File: src/rtl/truncated_subtractor_stream_8bit_if.sv
// Operand/result stream bundle for the truncated lane subtractor.
// The master drives operands and downstream ready; the slave is the subtractor.
interface truncated_subtractor_stream_8bit_if #(
    parameter int IDXW = 3
);
    logic              in_valid;
    logic              in_ready;
    logic signed [7:0] a;
    logic signed [7:0] b;
    logic              b0;
    logic              out_valid;
    logic              out_ready;
    logic signed [7:0] diff_trunc;
    logic              diff_lsb;
    logic              out_last;
    logic              out_sticky;
    logic [IDXW-1:0]   elem_idx;

    modport master (
        output in_valid, a, b, b0, out_ready,
        input  in_ready, out_valid, diff_trunc, diff_lsb, out_last, out_sticky, elem_idx
    );

    modport slave (
        input  in_valid, a, b, b0, out_ready,
        output in_ready, out_valid, diff_trunc, diff_lsb, out_last, out_sticky, elem_idx
    );
endinterface

File: src/rtl/truncated_subtractor_stream_8bit.sv
// Streaming signed lane subtractor: floor((a-b-b0)/2) plus dropped LSB and per-vector sticky,
// buffered in a 2-entry output FIFO with registered-only ready.
module truncated_subtractor_stream_8bit #(
    parameter int VLEN = 8,
    parameter int IDXW = (VLEN > 1) ? $clog2(VLEN) : 1
) (
    input  logic                               clk,
    input  logic                               rst,
    truncated_subtractor_stream_8bit_if.slave  bus
);
    localparam int DATA_W = 8;

    typedef struct packed {
        logic signed [DATA_W-1:0] trunc;
        logic                     lsb;
        logic                     last;
        logic                     sticky;
    } entry_t;

    function automatic logic signed [DATA_W:0] sub_exact(
        input logic signed [DATA_W-1:0] x,
        input logic signed [DATA_W-1:0] y,
        input logic                     bin
    );
        logic signed [DATA_W:0] xe;
        logic signed [DATA_W:0] ye;
        logic signed [DATA_W:0] be;
        xe = x;
        ye = y;
        be = {{DATA_W{1'b0}}, bin};
        return xe - ye - be;
    endfunction

    // Dropping the LSB of a two's complement value rounds toward minus infinity.
    function automatic logic signed [DATA_W-1:0] trunc_hi(input logic signed [DATA_W:0] d);
        return d[DATA_W:1];
    endfunction

    logic [1:0]             count_q, count_d;
    entry_t                 head_q, head_d;
    entry_t                 tail_q, tail_d;
    logic [IDXW-1:0]        idx_q, idx_d;
    logic                   run_q, run_d;

    logic                   in_ready;
    logic                   out_valid;
    logic                   accept;
    logic                   pop;
    logic signed [DATA_W:0] diff9;
    logic                   is_last;
    logic                   entry_sticky;
    entry_t                 new_entry;

    assign in_ready  = (count_q != 2'd2);
    assign out_valid = (count_q != 2'd0);
    assign accept    = bus.in_valid && in_ready;
    assign pop       = out_valid && bus.out_ready;

    assign diff9        = sub_exact(bus.a, bus.b, bus.b0);
    assign is_last      = (idx_q == IDXW'(VLEN - 1));
    assign entry_sticky = (idx_q == '0) ? diff9[0] : (run_q | diff9[0]);

    always_comb begin
        new_entry.trunc  = trunc_hi(diff9);
        new_entry.lsb    = diff9[0];
        new_entry.last   = is_last;
        new_entry.sticky = entry_sticky;
    end

    always_comb begin
        idx_d = idx_q;
        run_d = run_q;
        if (accept) begin
            idx_d = is_last ? '0 : idx_q + IDXW'(1);
            run_d = is_last ? 1'b0 : entry_sticky;
        end
    end

    // Head is always the oldest beat; a push that coincides with draining the last entry goes straight to head.
    always_comb begin
        count_d = count_q;
        head_d  = head_q;
        tail_d  = tail_q;
        case (count_q)
            2'd0: begin
                if (accept) begin
                    head_d  = new_entry;
                    count_d = 2'd1;
                end
            end
            2'd1: begin
                if (accept && pop) begin
                    head_d = new_entry;
                end else if (accept) begin
                    tail_d  = new_entry;
                    count_d = 2'd2;
                end else if (pop) begin
                    count_d = 2'd0;
                end
            end
            2'd2: begin
                if (pop) begin
                    head_d  = tail_q;
                    count_d = 2'd1;
                end
            end
            default: count_d = 2'd0;
        endcase
    end

    always_ff @(posedge clk) begin
        if (rst) begin
            count_q <= 2'd0;
            head_q  <= '0;
            tail_q  <= '0;
            idx_q   <= '0;
            run_q   <= 1'b0;
        end else begin
            count_q <= count_d;
            head_q  <= head_d;
            tail_q  <= tail_d;
            idx_q   <= idx_d;
            run_q   <= run_d;
        end
    end

    assign bus.in_ready   = in_ready;
    assign bus.out_valid  = out_valid;
    assign bus.diff_trunc = head_q.trunc;
    assign bus.diff_lsb   = head_q.lsb;
    assign bus.out_last   = head_q.last;
    assign bus.out_sticky = head_q.sticky;
    assign bus.elem_idx   = idx_q;
endmodule

File: src/flat_wrapper.sv
// flat-port wrapper written by rule: the top's interface ports become plain ports
module truncated_subtractor_stream_8bit_flat 
#(
    parameter int VLEN = 8,
    parameter int IDXW = (VLEN > 1) ? $clog2(VLEN) : 1
)
  (clk, rst, bus_in_valid, bus_a, bus_b, bus_b0, bus_out_ready, bus_in_ready, bus_out_valid, bus_diff_trunc, bus_diff_lsb, bus_out_last, bus_out_sticky, bus_elem_idx);
  truncated_subtractor_stream_8bit_if #(.IDXW(IDXW)) bus_i ();
  input  logic clk;
  input  logic rst;
  input wire logic [$bits(bus_i.in_valid)-1:0] bus_in_valid;
  input wire logic [$bits(bus_i.a)-1:0] bus_a;
  input wire logic [$bits(bus_i.b)-1:0] bus_b;
  input wire logic [$bits(bus_i.b0)-1:0] bus_b0;
  input wire logic [$bits(bus_i.out_ready)-1:0] bus_out_ready;
  output wire logic [$bits(bus_i.in_ready)-1:0] bus_in_ready;
  output wire logic [$bits(bus_i.out_valid)-1:0] bus_out_valid;
  output wire logic [$bits(bus_i.diff_trunc)-1:0] bus_diff_trunc;
  output wire logic [$bits(bus_i.diff_lsb)-1:0] bus_diff_lsb;
  output wire logic [$bits(bus_i.out_last)-1:0] bus_out_last;
  output wire logic [$bits(bus_i.out_sticky)-1:0] bus_out_sticky;
  output wire logic [$bits(bus_i.elem_idx)-1:0] bus_elem_idx;
  assign bus_i.in_valid = bus_in_valid;
  assign bus_i.a = bus_a;
  assign bus_i.b = bus_b;
  assign bus_i.b0 = bus_b0;
  assign bus_i.out_ready = bus_out_ready;
  assign bus_in_ready = bus_i.in_ready;
  assign bus_out_valid = bus_i.out_valid;
  assign bus_diff_trunc = bus_i.diff_trunc;
  assign bus_diff_lsb = bus_i.diff_lsb;
  assign bus_out_last = bus_i.out_last;
  assign bus_out_sticky = bus_i.out_sticky;
  assign bus_elem_idx = bus_i.elem_idx;
  truncated_subtractor_stream_8bit #(.VLEN(VLEN), .IDXW(IDXW)) u_core (.clk(clk), .rst(rst), .bus(bus_i));
endmodule
File: config.mk
export PLATFORM = sky130hd
export DESIGN_NAME = truncated_subtractor_stream_8bit_flat
export DESIGN_NICKNAME = d
export VERILOG_FILES = /design/src/rtl/truncated_subtractor_stream_8bit_if.sv /design/src/rtl/truncated_subtractor_stream_8bit.sv /design/src/flat_wrapper.sv
export SDC_FILE = /design/constraint.sdc
export NUM_CORES = 1
export LEC_CHECK = 0
export CORE_ASPECT_RATIO = 1.2
export CORE_MARGIN = 2
export CORE_UTILIZATION = 46
export DETAILED_ROUTE_END_ITERATION = 8
export PLACE_DENSITY = 0.76
export REMOVE_ABC_BUFFERS = 1
export SLEW_MARGIN = 40
export SYNTH_ARGS = -nofsm -noshare
export SYNTH_HDL_FRONTEND = slang
export SYNTH_SLANG_ARGS = --single-unit
File: constraint.sdc
create_clock -name clk -period 2.22 [get_ports clk]
set_input_delay 0.333 -clock clk [delete_from_list [all_inputs] [get_ports clk]]
set_output_delay 0.333 -clock clk [all_outputs]
set_load 0.02 [all_outputs]
==> impl_results.md <==
- Status: finished, final reports clean
- Placer's final routability congestion estimate: 0.774
- Setup Crit Path Kind: input port to flop
- Share of the synthesized area in the top cell type: 32.4%
- Worst Clk Skew: 0.00968 ns
- Routed wl met2: 1630 um
- Num ports: 37
- Die Ht: 71.2 um
- WHS Endpoint: u_core.bus.diff_trunc[3]$_SDFFE_PP0P_
- Inst Count DP: 303
- CTS Buf Count: 3
- Req. time, crit path: 2.37 ns
- Fin util: 65.3%
- Antenna diodes: 0
- Worst hold start: u_core.tail_q[6]$_SDFFE_PP0P_
- Port bufs: 36
- Fin crit period: 2.08 ns
- Register area: 561 sq um
- Number of synthesized flops with an enable pin: 0
- Post-detail-place hpwl: 2490 um
- DR iter-0 viols: 25
- Post-route setup TNS: 0 ns
- Post-Syn Area: 1730 sq um
- DR vias/cell: 4.94
- Synth area leader: dfxtp_1
- Worst hold stages: 2
- Yosys warns: 0
- Number of max-cap violations: 0
- Final global-route overflow total: 0
- Power per cell area: 620 nW/um^2
- Global-route wire length before repair: 5760 um
- Initial antenna violation count: 0
- Worst Path Arrival: 2.23 ns
- Worst Setup SP: bus_a[6]
- Hold Fails Final Rpt: 0
- Maximum clock frequency: 0.481 GHz
- CTS tree: done
- Largest net degree at the start of global routing: 21
- Top sig layer: met4
- Share of cells above drive strength 1: 15.3%
- Avg Cell Area, Syn: 8.40 sq um
- Worst slew margin: 75.8%
- Peak VDD IR: 0.258 mV
- DR WL/cell: 10.6 um
- Initial core utilization: 47.6%
- Seq/Total Area, Yosys: 32.4%
- Max clock buf depth: 2
- Post-Synthesis Cells: 206
- CTS Root Buffer Type: clkbuf_8
- Routed length on met1: 1500 um
- Multi-input logic area: 1080 sq um
- Routed wire length: 3240 um
- Final setup viols: 0
- Layout area overhead: 37.2%
- Worst setup margin: 0.141 ns
- Post-synth top cells: 28 x dfxtp_1, 26 x nor2_1, 23 x inv_1, 17 x ha_1, 17 x nand2_1
- Worst Setup Slack post-DPL: -0.496 ns
- Met3 wire len: 78 um
- Most common cell in the netlist: dfxtp_1
- DRT Pass-1 Iters: 4
- RSZ-0062 raised after global routing: false
- #FFs+latches synth: 28
- Most used DFF post-synth: dfxtp_1
- Clock slew at reported path FFs: 0.09 ns
- Fin crit share: 93.6%
- Crit path capture type: flop
- Post-CTS Hold Buffers: 0
- Least-Margin Pin Slew: 0.362 ns
- Worst R2R Setup Slack: 0.91 ns
- DRC violations left: 0
- Setup crit start kind: input port
- Overall routing resource usage: 17.0%
- Core area: 3630 sq um
- Clock sinks: 28
- H-tree levels: 1
- CP max FO: 3
- Tightest Hold Check Type: flop to flop
- Placement Rows: 24
- R2R Path Start: u_core.count_q[0]$_SDFFE_PP0P_
- Die Area: 4270 sq um
- Worst r2r path cells: 5
- Fin Hold WS: 0.485 ns
- Ys async rst share: 0%
- FILL cells: 325
- Critical R2R Capture: u_core.bus.diff_trunc[0]$_SDFFE_PP0P_
- Via count: 1518
- Main area contributors after synthesis: dfxtp_1 32%, ha_1 12%, nor2_1 5.6%
- ANT nets after route: 0
- Vias in the first global route: 1408
- Synth unique cells: 41
- Slew Viols, Final: 0
- Clk_lat worst skew: 0.27 ns
- Final net count: 296
- Die Wd: 60.0 um
- Leakage Power: 1.02 nW
- Final Non-Filler Cells: 307
## placed cells by master, fill, tap and decap left out, types with 3 or more instances in the layout
| cell type | synthesis | routed |
|---|---|---|
| xor2_1 | 3 | 3 |
| o21ai_1 | 0 | 4 |
| nor3b_1 | 3 | 3 |
| clkbuf_8 | 0 | 3 |
| dfxtp_1 | 28 | 28 |
| o21ai_0 | 8 | 4 |
| buf_4 | 2 | 16 |
| xnor2_1 | 4 | 4 |
| nand2_1 | 17 | 17 |
| nand3_1 | 3 | 3 |
| mux2i_1 | 7 | 7 |
| a21oi_1 | 12 | 11 |
| a211oi_1 | 4 | 4 |
| ha_1 | 17 | 16 |
| nor2_1 | 26 | 26 |
| nand2b_1 | 6 | 5 |
| clkdlybuf4s50_1 | 0 | 33 |
| nand2b_4 | 2 | 3 |
| a311oi_1 | 4 | 4 |
| inv_2 | 1 | 3 |
| inv_1 | 23 | 21 |
| o22ai_1 | 3 | 3 |
## flip-flops by register name, summed over array words and instances (netlist names)
name / cells
u_core.tail_q: 11
u_core.bus.diff_trunc: 8
u_core.bus.elem_idx: 3
u_core.count_q: 2
u_core.bus.diff_lsb: 1
u_core.bus.out_last: 1
u_core.bus.out_sticky: 1
u_core.run_q: 1
## worst max-delay path: stages
cell             delay, ns
clkdlybuf4s50_1       0.45
inv_1                 0.04
ha_1                  0.26
inv_1                 0.04
ha_1                  0.31
a21o_1                0.19
a31o_1                0.19
a21oi_2               0.13
xor2_1                0.19
o22ai_1               0.09
## stage by stage
stage / power (W) / instance area, sq um
floorplan: 0.000858 / 1680
global placement: 0.00106 / 2250
detailed placement: 0.00107 / 2250
CTS: 0.00148 / 2360
global route: 0.00156 / 2370
finish: 0.00147 / 2370
## kinds of logic (layout without fill, tap and decap cells)
logic type               count (synthesis)  count (layout)  share of synthesized area [%]
XOR/XNOR                                 7               7                           3.54
adder cells (fa/ha/maj)                 19              19                           14.6
flip-flops                              28              28                           32.4
AND/OR/NAND/NOR                         70              70                           21.0
AO/OA/AOI/OAI                           43              43                           16.4
buffers and inverters                   32              81                           7.95
multiplexers                             7               7                           4.05
## worst max path at each step
| stage | slack [ns] | depth (start not counted) | to |
|---|---|---|---|
| CTS | -0.004 | 8 | u_core.bus.diff_trunc[3]$_SDFFE_PP0P_ |
| detailed placement | -0.50 | 9 | u_core.bus.diff_trunc[7]$_SDFFE_PP0P_ |
| global route | 0.008 | 10 | u_core.tail_q[9]$_SDFFE_PP0P_ |
| global placement | -0.44 | 9 | u_core.bus.diff_trunc[7]$_SDFFE_PP0P_ |
| finish | 0.14 | 10 | u_core.tail_q[9]$_SDFFE_PP0P_ |
| floorplan | 0.09 | 8 | u_core.bus.diff_trunc[7]$_SDFFE_PP0P_ |
## where the power goes
part / leakage [nW] / total, W / switching [W] / internal (W)
sequential: 0.229 / 0.000568 / 0.0000240 / 0.000544
clock: 0.0357 / 0.000397 / 0.000156 / 0.000241
combinational: 0.752 / 0.000506 / 0.000244 / 0.000262
total: 1.02 / 0.00147 / 0.000424 / 0.00105
## final cells by class
cell class / instances / share of cell area (%)
Sequential cell: 28 / 23.6
Inverter: 24 / 3.80
Timing Repair Buffer: 53 / 21.2
Clock buffer: 3 / 1.74
Multi-Input combinational cell: 146 / 45.6
Clock inverter: 1 / 1.27
Tap cell: 52 / 2.74
## metal layers
layer,up-vias,track usage (%)
li1,801,-
met2,32,30.8
met3,2,1.65
met1,683,20.2
met5,-,0
met4,0,5.68
## timing repair
action / CTS / global route
resized for setup: 13 / 6
endpoints found under the setup margin: 13 / 12
setup buffers: 0 / 0
pin swaps: 12 / 6
Note: power is estimated with default switching activity, not from simulation.
